### src/rtl/branch_predictor_bht.sv
// branch_predictor_bht
//   IF-stage dynamic branch predictor. A direct-mapped table of 2-bit saturating
//   counters, indexed by pc[IDX_W+1:2], predicts conditional B-type branches.
//   The table is trained by the resolution coming back from ex. Saturating
//   statistics count resolved branches and mispredicts.
//
// Ports
//   clk                 clock, all state updates on posedge
//   rst                 synchronous reset, active-low
//   pc_i, inst_i        instruction currently in IF
//   prdt_taken_o        prediction for pc_i (combinational)
//   prdt_target_o       pc_i + B-immediate for branches, else 0
//   upd_valid_i         ex holds a resolved conditional branch
//   upd_pc_i            pc of that branch
//   upd_prdt_taken_i    prediction that was made for it
//   upd_flush_i         ex flushed it (mispredicted)
//   stat_branches_o     saturating resolved-branch count
//   stat_mispredicts_o  saturating mispredict count
module branch_predictor_bht #(
  parameter int         IDX_W    = 4,
  parameter logic [1:0] CNT_INIT = 2'b01
) (
  input  logic        clk,
  input  logic        rst,
  input  logic [31:0] pc_i,
  input  logic [31:0] inst_i,
  output logic        prdt_taken_o,
  output logic [31:0] prdt_target_o,
  input  logic        upd_valid_i,
  input  logic [31:0] upd_pc_i,
  input  logic        upd_prdt_taken_i,
  input  logic        upd_flush_i,
  output logic [31:0] stat_branches_o,
  output logic [31:0] stat_mispredicts_o
);

  localparam int DEPTH = 1 << IDX_W;

  logic [1:0]       bht_q [DEPTH];
  logic [31:0]      stat_branches_q;
  logic [31:0]      stat_mispredicts_q;

  logic             is_br;
  logic [IDX_W-1:0] rd_idx;
  logic [IDX_W-1:0] wr_idx;
  logic [31:0]      b_imm;
  logic             act_taken;
  logic [1:0]       cnt_cur;
  logic [1:0]       cnt_nxt;

  assign is_br  = (inst_i[6:0] == 7'b1100011);
  assign rd_idx = pc_i[IDX_W+1:2];
  assign wr_idx = upd_pc_i[IDX_W+1:2];
  assign b_imm  = {{19{inst_i[31]}}, inst_i[31], inst_i[7], inst_i[30:25],
                   inst_i[11:8], 1'b0};

  // Outputs are forced quiet while reset is held so downstream stages never
  // see a prediction from a table that is being reinitialised.
  always_comb begin
    prdt_taken_o  = 1'b0;
    prdt_target_o = 32'h0;
    if (rst && is_br) begin
      prdt_taken_o  = bht_q[rd_idx][1];
      prdt_target_o = pc_i + b_imm;
    end
  end

  // ex flushes exactly when prediction and outcome differ.
  assign act_taken = upd_prdt_taken_i ^ upd_flush_i;
  assign cnt_cur   = bht_q[wr_idx];

  always_comb begin
    cnt_nxt = cnt_cur;
    if (act_taken) begin
      if (cnt_cur != 2'b11) cnt_nxt = cnt_cur + 2'd1;
    end else begin
      if (cnt_cur != 2'b00) cnt_nxt = cnt_cur - 2'd1;
    end
  end

  // The read port above sees the registered value, so a same-cycle update
  // to the entry being predicted only becomes visible next cycle.
  always_ff @(posedge clk) begin
    if (!rst) begin
      for (int i = 0; i < DEPTH; i++) bht_q[i] <= CNT_INIT;
      stat_branches_q    <= 32'h0;
      stat_mispredicts_q <= 32'h0;
    end else if (upd_valid_i) begin
      bht_q[wr_idx] <= cnt_nxt;
      if (stat_branches_q != 32'hFFFF_FFFF)
        stat_branches_q <= stat_branches_q + 32'd1;
      if (upd_flush_i && (stat_mispredicts_q != 32'hFFFF_FFFF))
        stat_mispredicts_q <= stat_mispredicts_q + 32'd1;
    end
  end

  assign stat_branches_o    = stat_branches_q;
  assign stat_mispredicts_o = stat_mispredicts_q;

  // Bits not involved in indexing or immediate extraction.
  logic unused_bits;
  assign unused_bits = ^{inst_i[24:12], upd_pc_i[31:IDX_W+2], upd_pc_i[1:0]};

endmodule
### config.mk
export PLATFORM = sky130hd
export DESIGN_NAME = branch_predictor_bht
export DESIGN_NICKNAME = d
export VERILOG_FILES = /design/src/rtl/branch_predictor_bht.sv
export SDC_FILE = /design/constraint.sdc
export NUM_CORES = 1
export LEC_CHECK = 0
export ABC_AREA = 1
export BUFFER_PORTS_ARGS = -buffer_cell sky130_fd_sc_hd__buf_2
export CORE_UTILIZATION = 50
export CTS_CLUSTER_SIZE = 20
export DETAILED_ROUTE_END_ITERATION = 8
export PLACE_DENSITY = 0.74
export SYNTH_ARGS = -nofsm -noshare
export SYNTH_HDL_FRONTEND = slang
export SYNTH_SLANG_ARGS = --single-unit
### constraint.sdc
create_clock -name clk -period 3.89 [get_ports clk]
set_input_delay 0 -clock clk [delete_from_list [all_inputs] [get_ports clk]]
set_output_delay 0 -clock clk [all_outputs]
set_load 0.02 [all_outputs]
==> impl_metrics.ini <==
[die]
die_h_um = 132
ioPinCount = 198
fp.coreArea_sq_um = 16600
rows = 47
start_util_pct = 51.3
dieArea_sq_um = 17500
fp.dieW_um = 132

[hold_path]
min_path_type = in2reg

[sta]
fmax_mhz = 429
tightestPinTransition_ns = 1.04
rsz0062_at_grt = false
slew_violations = 0
clock_skew_ns = 0.0137
finalSetupTns_ns = 0
setup_slack_ns = 1.56
hold_violations = 0
period_minus_slack_ns = 2.33
timing.slew.headroom_pct = 31.0
setup_violations = 0
period_share_pct = 60.0

[worst_setup_path]
cp-end-kind = flop
critPathCapture = stat_mispredicts_o[16]$_SDFFE_PN0P_
crit_fanout = 30
crit_cells = 10
worstPathArrival_ns = 2.54
timing.rr.end = stat_mispredicts_o[16]$_SDFFE_PN0P_
cp_top_family = simple AND/OR/NAND/NOR gates
critPathMaxStageDelay_ns = 0.41
r2r_cells = 10
r2r_setup_slack_ns = 1.56
critical_path.startpoint = stat_mispredicts_o[1]$_SDFFE_PN0P_
required_ns = 4.09
path_buf_inv = 2
cp-start-kind = flop
rr_startpoint = stat_mispredicts_o[1]$_SDFFE_PN0P_
critPathSlowestCell = dfxtp_1
criticalPathCategory = reg2reg
path_cells = ha_1, nand2_1, inv_2, nand2_4, nor3_2, nand2_2, nand2_4, inv_2, nand2_1, a21oi_2

[clock_tree]
cts.sinks = 96
cts_max_path_buffers = 2
clk_pin_slew_worst_paths_ns = 0.08
post_cts_buffers = 0
cts_root_buffer = clkbuf_16
cts.repair.resized = 0
htree_num_levels = 3
clock_latency_ns = 0.36
cts_buffers = 9
ctsHoldBuffers = 0
cts_tree = done

[synthesis]
async_flop_share_pct = 0
ys_top_cells_by_count = nand2_1, nor2_1, inv_1, a21oi_1, dfxtp_1
synth-edff-count = 32
synth_cell_type_count = 41
synth_nets = 1600
synth_cells = 1466
synth_area_per_cell_sq_um = 5.80
synth_seq_cells = 96
synth_top_cell_area_share_pct = 25.8
ys_warn_count = 0
yosys.area.top_type = nand2_1
synth_flop_cell = dfxtp_1
netlist_top_cells_area = nand2_1, dfxtp_1, edfxtp_1, nor2_1, inv_1
syn-cell-area_sq_um = 8500
yosysSeqAreaShare_pct = 26.4
yosysMostFrequentCell = nand2_1

[grt]
grt_overflow = 0
grt_pass1_wl_um = 38000
grt_antenna_before_repair = 0
grt_max_degree = 54
grt.total_usage_pct = 26.5
grt_pass1_vias = 8184

[pwr]
power_density_nw_per_um2 = 253
p_leak_nw = 4.72
peakVddDrop_mv = 0.307
design_power_total_mw = 2.45

[final_layout]
multi_input_area_sq_um = 5310
n_antenna_cell = 0
drive_above_1_share_pct = 13.9
seqCellArea_sq_um = 2240
area_delta_synth_final_pct = 14.0
fillers = 1673
final_nets = 1742

[drt]
vias_per_cell = 5.10
drt_iter0_markers = 615
drc = 0
wire_per_inst_um = 12.6
totalWireLength_um = 23100
postRouteAntennaNets = 0
vias = 9342
first_pass_iters = 5

[placement]
io_buffers = 156
dp_slack_ns = 1.57
dp_hpwl_um = 18000
place_congestion = 0.938

[status]
status = finished clean

[job]
drv_cap = 0
[worst min path at each step]
stage,start,end,slack [ns],depth (start not counted)
detailed placement,pc_i[0],prdt_target_o[0],0.31,4
global placement,pc_i[0],prdt_target_o[0],0.31,4
floorplan,pc_i[0],prdt_target_o[0],0.12,2
CTS,upd_valid_i,stat_branches_o[16]$_SDFFE_PN0P_,0.05,4
finish,upd_valid_i,stat_branches_o[16]$_SDFFE_PN0P_,0.06,4
global route,upd_valid_i,stat_branches_o[17]$_SDFFE_PN0P_,0.08,4
[per-layer routing]
metal / track usage, % / part of all wire (%) / vias to the layer above
li1: - / - / 4829
met1: 33.9 / 45 / 4144
met2: 45.4 / 47 / 327
met3: 3.61 / 6.2 / 42
met4: 9.51 / 2.3 / 0
met5: 0 / 0 / -
[flip-flops by register name (all words and copies together) (netlist names)]
signal,cells
stat_mispredicts_o,32
stat_branches_o,32
bht_q,32
[power by group]
part / switching, mW / total, mW / internal (mW)
Sequential: 0.00942 / 1.06 / 1.05
Clock: 0.433 / 0.899 / 0.466
Combinational: 0.340 / 0.497 / 0.156
[placed cells by master, fill, tap and decap left out, types with 7 or more instances in the layout]
cell         n
o21ai_0     27
ha_1        32
nor3_1      27
inv_2        7
inv_1      193
nand3_1     62
xor2_1      26
nor2_1     215
a21oi_2     10
clkbuf_16    9
nand4_1     10
nand2_2     18
a21oi_1     79
dfxtp_1     64
nand2_1    584
nand3b_1    12
edfxtp_1    32
buf_2      156
[layout make-up]
cell class              count  area share, %
repair buffers            159           8.29
clock inverters             6          0.633
well taps                 220           2.84
inverters                 202           7.85
clock buffers              10           2.47
multi-input cells        1140           54.8
flip-flops and latches     96           23.1
[worst reg2reg max path, stage by stage (launching register included)]
cell,delay (ns)
dfxtp_1,0.41
ha_1,0.28
nand2_1,0.13
inv_2,0.09
nand2_4,0.07
nor3_2,0.19
nand2_2,0.13
nand2_4,0.33
inv_2,0.32
nand2_1,0.19
a21oi_2,0.06
[cell families (layout without fill, tap and decap cells)]
| family | after synthesis | count (layout) | share of synthesized area [%] |
|---|---|---|---|
| and+or+nand+nor | 946 | 946 | 45.6 |
| buffers and inverters | 230 | 377 | 11.3 |
| AOI/OAI and AO/OA | 129 | 129 | 8.51 |
| DFF | 96 | 96 | 26.4 |
| adders and majority gates | 33 | 33 | 4.95 |
| xor gates and xnor gates | 32 | 32 | 3.30 |
[stage by stage]
stage          hold WS (ns)  utilization, %  cells  instance area (sq um)
5_1_grt              0.0771            58.4   1833                   9690
4_1_cts              0.0466            58.4   1833                   9690
2_1_floorplan         0.119               -   1466                   8500
3_3_place_gp          0.311            56.6   1817                   9390
3_5_place_dp          0.312            56.6   1817                   9390
6_report             0.0592            58.4   1833                   9690
Note: power is estimated with default switching activity, not from simulation.
